==> config.mk <==
export PLATFORM = sky130hd
export DESIGN_NAME = axis_video_framer
export DESIGN_NICKNAME = d
export VERILOG_FILES = /design/src/rtl/axis_video_framer.sv
export SDC_FILE = /design/constraint.sdc
export NUM_CORES = 1
export LEC_CHECK = 0
export BUFFER_PORTS_ARGS = -buffer_cell sky130_fd_sc_hd__buf_2
export CAP_MARGIN = 10
export CORE_MARGIN = 2
export CORE_UTILIZATION = 40
export CTS_CLUSTER_DIAMETER = 40
export DETAILED_ROUTE_END_ITERATION = 12
export GPL_ROUTABILITY_DRIVEN = 0
export SYNTH_ARGS = -nofsm -noshare
export SYNTH_HDL_FRONTEND = slang
export SYNTH_SLANG_ARGS = --single-unit
export TNS_END_PERCENT = 10
==> constraint.sdc <==
create_clock -name clk -period 3.1 [get_ports clk]
set_input_delay 0.465 -clock clk [delete_from_list [all_inputs] [get_ports clk]]
set_output_delay 0.465 -clock clk [all_outputs]
set_load 0.02 [all_outputs]
==> src/rtl/axis_video_framer.sv <==
// Video AXI4-Stream output framer: tags each beat with start-of-frame/end-of-line,
// checks input tlast against the frame geometry and counts frames, behind a 2-entry skid buffer.
module axis_video_framer #(
    parameter int unsigned DATA_WIDTH     = 24,
    parameter int unsigned DST_IMG_WIDTH  = 3840,
    parameter int unsigned DST_IMG_HEIGHT = 2160,
    parameter int unsigned CNT_WIDTH      = 16
) (
    input  logic                  clk,
    input  logic                  rst,
    input  logic                  enable,
    input  logic                  s_axis_tvalid,
    output logic                  s_axis_tready,
    input  logic [DATA_WIDTH-1:0] s_axis_tdata,
    input  logic                  s_axis_tlast,
    output logic                  m_axis_tvalid,
    input  logic                  m_axis_tready,
    output logic [DATA_WIDTH-1:0] m_axis_tdata,
    output logic                  m_axis_tlast,
    output logic                  m_axis_tuser,
    output logic                  frame_done,
    output logic                  tlast_err,
    output logic [CNT_WIDTH-1:0]  frame_cnt
);
    localparam logic [CNT_WIDTH-1:0] ColMax = CNT_WIDTH'(DST_IMG_WIDTH - 1);
    localparam logic [CNT_WIDTH-1:0] RowMax = CNT_WIDTH'(DST_IMG_HEIGHT - 1);

    typedef enum logic [1:0] {StIdle, StRun, StDrain} state_t;

    state_t                state;
    logic [CNT_WIDTH-1:0]  col;
    logic [CNT_WIDTH-1:0]  row;

    logic                  m_final;
    logic                  skid_valid;
    logic                  skid_last;
    logic                  skid_user;
    logic                  skid_final;
    logic [DATA_WIDTH-1:0] skid_data;

    logic accept;
    logic in_user;
    logic in_last;
    logic in_final;
    logic out_ready;
    logic skid_valid_next;

    assign accept    = s_axis_tvalid && s_axis_tready;
    assign in_user   = (col == '0) && (row == '0);
    assign in_last   = (col == ColMax);
    assign in_final  = in_last && (row == RowMax);
    assign out_ready = !m_axis_tvalid || m_axis_tready;
    // The skid register is occupied next cycle only while the output register stays stalled.
    assign skid_valid_next = !out_ready && (skid_valid || accept);
    assign frame_done      = m_axis_tvalid && m_axis_tready && m_final;

    always_ff @(posedge clk or posedge rst) begin
        if (rst) begin
            state         <= StIdle;
            s_axis_tready <= 1'b0;
            col           <= '0;
            row           <= '0;
            frame_cnt     <= '0;
            tlast_err     <= 1'b0;
        end else begin
            if (accept) begin
                if (in_last) begin
                    col <= '0;
                    row <= (row == RowMax) ? '0 : row + 1'b1;
                end else begin
                    col <= col + 1'b1;
                end
                if (in_final) begin
                    frame_cnt <= frame_cnt + 1'b1;
                end
                // The beat still passes on a mismatch; the counters never resync.
                if (s_axis_tlast != in_final) begin
                    tlast_err <= 1'b1;
                end
            end
            unique case (state)
                StIdle: begin
                    if (enable) begin
                        state         <= StRun;
                        s_axis_tready <= 1'b1;
                    end
                end
                StRun: begin
                    if (accept && in_final && !enable) begin
                        state         <= StDrain;
                        s_axis_tready <= 1'b0;
                    end else begin
                        s_axis_tready <= !skid_valid_next;
                    end
                end
                StDrain: begin
                    s_axis_tready <= 1'b0;
                    if (!m_axis_tvalid && !skid_valid) begin
                        state <= StIdle;
                    end
                end
                default: begin
                    state         <= StIdle;
                    s_axis_tready <= 1'b0;
                end
            endcase
        end
    end

    always_ff @(posedge clk or posedge rst) begin
        if (rst) begin
            m_axis_tvalid <= 1'b0;
            m_axis_tdata  <= '0;
            m_axis_tlast  <= 1'b0;
            m_axis_tuser  <= 1'b0;
            m_final       <= 1'b0;
            skid_valid    <= 1'b0;
            skid_data     <= '0;
            skid_last     <= 1'b0;
            skid_user     <= 1'b0;
            skid_final    <= 1'b0;
        end else if (out_ready) begin
            if (skid_valid) begin
                m_axis_tvalid <= 1'b1;
                m_axis_tdata  <= skid_data;
                m_axis_tlast  <= skid_last;
                m_axis_tuser  <= skid_user;
                m_final       <= skid_final;
                skid_valid    <= 1'b0;
            end else if (accept) begin
                m_axis_tvalid <= 1'b1;
                m_axis_tdata  <= s_axis_tdata;
                m_axis_tlast  <= in_last;
                m_axis_tuser  <= in_user;
                m_final       <= in_final;
            end else begin
                m_axis_tvalid <= 1'b0;
            end
        end else if (accept) begin
            skid_valid <= 1'b1;
            skid_data  <= s_axis_tdata;
            skid_last  <= in_last;
            skid_user  <= in_user;
            skid_final <= in_final;
        end
    end
endmodule

# Word-level counts from Yosys, hierarchy flattened
# Index checks and enable logic that the tools add are counted.
# Widths: inputs -> output; s select.
[totals]
ff_bits = 108
input_bits = 30
output_inout_bits = 46
word_cells = 76
[classes]
addsub = 3
eq_ne = 8
muxes = 21
n_bitwise = 1
reduce_logical = 27
[ops]
columns = ["operator", "n"]
rows = [
  ["$add 16x1->16 const B", 3],
  ["$mux 24", 2],
  ["$eq 16x12->1 const B", 2],
  ["$logic_not 16->1", 2],
  ["$mux 16", 2],
  ["$mux 1", 12],
  ["$reduce_and 2->1", 5],
  ["$logic_and 1x1->1", 9],
  ["$mux 2", 3],
  ["$ne 2x2->1 const B", 3],
  ["$pmux 2 s3", 1],
  ["$logic_not 1->1", 5],
  ["$reduce_bool 2->1", 2],
  ["$reduce_and 3->1", 1],
  ["$eq 2x1->1 const B", 1],
  ["$eq 2x2->1 const B", 1],
  ["$logic_not 2->1", 1],
  ["$logic_or 1x1->1", 2],
  ["$pmux 1 s2", 1],
  ["$ne 1x1->1", 1],
  ["$not 1->1", 1],
]

# Longest topological paths before layout
[depth]
depth_word = 7
ltp_mapped = 8

# Least setup slack after synthesis
# OpenSTA, ideal clock, no wires.
[synth_timing]
kind = "register -> register"
startpoint = "register col[12]"
endpoint = "register row[4]"
arrival_time_ns = 2.204
required_time_ns = 2.975
slack_ns = 0.771
path_stages_with_launch = 7
period_less_slack_ns = 2.329
path_cell_list = "dfrtp_1 or4_4 nand2b_4 or4b_1 clkbuf_1 nor2_1 mux2_2"
[synth_via]
elab_chain_len = 2
[synth_lines]
columns = ["element", "line", "text"]
rows = [
  ["start, declared", "31", "logic [CNT_WIDTH-1:0] col;"],
  ["start signal, assigned", "71", "col <= col + 1'b1;"],
  ["$eq 16x12->1", "50", "assign in_last = (col == ColMax);"],
  ["$reduce_and 2->1 (no source line)", "--", ""],
  ["end signal, assigned", "69", "row <= (row == RowMax) ? '0 : row + 1'b1;"],
  ["end, declared", "32", "logic [CNT_WIDTH-1:0] row;"],
]
# Every way passes these cells.
# A chain may end at the register's enable or synchronous reset.

# Worst setup path after layout
[layout_timing]
startpoint = "register col[12]"
endpoint = "register frame_cnt[11]"
[layout_via]
elab_chain_len = 3
[layout_lines]
columns = ["element", "line", "text"]
rows = [
  ["$eq 16x12->1", "50", ""],
  ["$logic_and 1x1->1", "51", "assign in_final = in_last && (row == RowMax);"],
  ["$reduce_and 2->1 (no source line)", "--", ""],
  ["end signal, assigned", "74", "frame_cnt <= frame_cnt + 1'b1;"],
  ["end, declared", "23", "output logic [CNT_WIDTH-1:0] frame_cnt"],
]
# Every way passes these cells.

==> flow_metrics.py <==
metrics = {
    "yosys": {
        "synth-main-ff-cell": "dfrtp_1",
        "avgSynthCellArea_um2": 11.1,
        "synth_enable_flop_cells": 0,
        "synthCells": 444,
        "ys_seq_area_share_pct": 55.1,
        "synth_top_area_share_pct": 55.1,
        "ys_seq_elements": 108,
        "synth.cell_area_um2": 4910,
        "synth_area_leaders": "dfrtp_1 55%, mux2_2 6.0%, mux2i_1 4.9%",
        "async_flop_share_pct": 100,
        "postSynthNetCount": 479,
        "ys_warn_count": 0,
        "synthDistinctLibCells": 45,
        "yosysTopAreaCell": "dfrtp_1",
    },
    "grt": {
        "gr-total-overflow": 0,
        "grt_antenna_before_repair": 0,
        "grt_pass1_vias": 3571,
        "grtUsageTotal_pct": 16.4,
        "grt_pass1_wl_um": 16900,
        "grt_start_max_net_pins": 55,
    },
    "route": {
        "drt_iter0_drc": 115,
        "wire_per_inst_um": 14.6,
        "ant_nets": 0,
        "first_pass_iters": 4,
        "vias": 3481,
        "vias_per_cell": 5.17,
        "drcViolationCount": 0,
        "wirelength_um": 9840,
    },
    "layout": {
        "fin_nets": 556,
        "layout_commonest_cell": "dfrtp_1",
        "area_growth_pct": 17.6,
        "layout_common_cells": "108 x dfrtp_1, 75 x buf_2, 46 x nor2_1",
        "drive_above_1_share_pct": 25.5,
        "antenna_cells": 0,
    },
    "cts": {
        "root_buffer": "clkbuf_16",
        "cts.repair.resized": 0,
        "cts.sinks": 108,
        "clock_path_buffers": 2,
        "cts_hold_buf": 0,
        "h-tree-depth": 3,
        "clk_pin_slew_worst_paths_ns": 0.07,
        "numCtsBuffers": 9,
        "cts_tree": "built",
        "cts_setup_buffers": 0,
        "clk_latency_ns": 0.35,
    },
    "outcome": {
        "status": "complete, no violations",
    },
    "place": {
        "dp_hpwl_um": 6890,
        "port_buffers": 75,
    },
    "floorplan": {
        "core_um2": 12000,
        "fp.dieH_um": 115,
        "placementRows": 40,
        "start_util_pct": 40.9,
        "io_pins": 76,
        "die_w_um": 115,
        "dieArea_um2": 13200,
    },
    "power": {
        "power_density_nw_per_um2": 612,
        "irDropWorstVdd_v": 0.000355,
        "fin_total_pwr_mw": 3.53,
        "p_leak_nw": 2.64,
    },
    "timing": {
        "hold_viol": 0,
        "grt_setup_unrepaired": "false",
        "maxSlewViolCount": 0,
        "slew_headroom_pct": 46.4,
        "setup_violations": 0,
        "worstMarginPinSlew_ns": 0.796,
        "clock_skew_ns": 0.00504,
        "fin_crit_sh_pct": 84.5,
        "whs_ns": 0.247,
        "fmax_mhz": 382,
        "setup_tns_ns": 0,
        "fin_crit_ns": 2.62,
    },
    "setup_path": {
        "critical_path.max_fanout": 14,
        "crit_path_start_kind": "flip-flop",
        "path_class": "reg -> reg",
        "crit_slowest_cell": "or4_4",
        "crit_chain": "or4_4, nor4_4, nand4_2, nor4_1, xor2_1",
        "cp-end-kind": "flip-flop",
        "max_stage_delay_ns": 0.56,
        "critPathArrivalTime_ns": 2.89,
        "crit_required_ns": 3.37,
    },
    "run": {
        "cap_viol_max_count": 0,
    },
    "min_path": {
        "holdCritPathClass": "in -> async",
    },
}
layer usage:
layer / GRT usage (%) / wire length (µm) / vias up
met4: 6.99 / 169 / 0
met3: 4.48 / 512 / 11
met1: 21.5 / 4650 / 1684
li1: - / - / 1716
met5: 0 / 0 / -
met2: 25.6 / 4510 / 70
Yosys cell counts (all sizes together), types with 3 or more instances:
master,instances
nand2,26
or3,3
xnor2,18
xor2,17
mux2,26
mux2i,24
nand3,19
or4,3
nor2,47
and4,3
o21ai,13
o211ai,3
nor4b,3
and3,9
nor3,13
clkbuf,16
a21o,7
ha,5
a21oi,28
nor4,10
nand4,13
dfrtp,108
inv,9
worst max-delay path: cells and delay by family, from the launching register on:
family           cells  cell delay (ns)
AND/OR/NAND/NOR      4             1.95
flip-flops           1             0.41
XOR/XNOR             1             0.17
kinds of logic after synthesis:
kind of cell	count (synthesis)	synth area share [%]
and+or+nand+nor	162	17.7
DFF	108	55.1
AOI/OAI and AO/OA	57	6.60
muxes	50	10.9
xor gates and xnor gates	35	6.25
buffers and inverters	27	2.24
adders and majority gates	5	1.27
state kept, by name, indices dropped and copies added, names as in the netlist, 2 cells and up:
name	flops
m_axis_tdata	24
skid_data	24
col	16
frame_cnt	16
row	16
state	2
per-stage QoR:
step | setup slack, ns | cells | cell area (µm²) | util (%)
after floorplan | 0.771 | 444 | 4910 | -
after global placement | 0.542 | 657 | 5500 | 45.8
after detailed placement | 0.496 | 657 | 5500 | 45.8
after CTS | 0.487 | 673 | 5770 | 48.1
after global routing | 0.222 | 673 | 5770 | 48.1
final | 0.482 | 673 | 5770 | 48.1
cell type report:
type / count / area (µm²)
multi-input cells: 309 / 2100
flip-flops and latches: 108 / 2700
clock buffers: 11 / 243
clock inverters: 5 / 35.0
inverters: 9 / 37.5
fillers: 1126 / 6240
repair buffers: 84 / 468
well taps: 147 / 184
power by group:
group / internal [mW] / total (mW) / switching (mW)
Combinational: 0.291 / 0.676 / 0.385
Sequential: 1.63 / 1.78 / 0.146
Clock: 0.570 / 1.08 / 0.505
path summary, 6_finish.rpt:
kind	from	end	slack (ns)	cells past startpoint
hold reg to reg	tlast_err	tlast_err	0.45	1
setup / recovery	col[12]	frame_cnt[11]	0.48	5
max in group asynchronous	rst	frame_cnt[4]	2.12	3
hold / removal	rst	m_axis_tdata[3]	0.25	2
min in group clk	s_axis_tdata[8]	skid_data[8]	0.36	2
setup reg to reg	col[12]	frame_cnt[11]	0.48	5
Note: power is estimated with default switching activity, not from simulation.
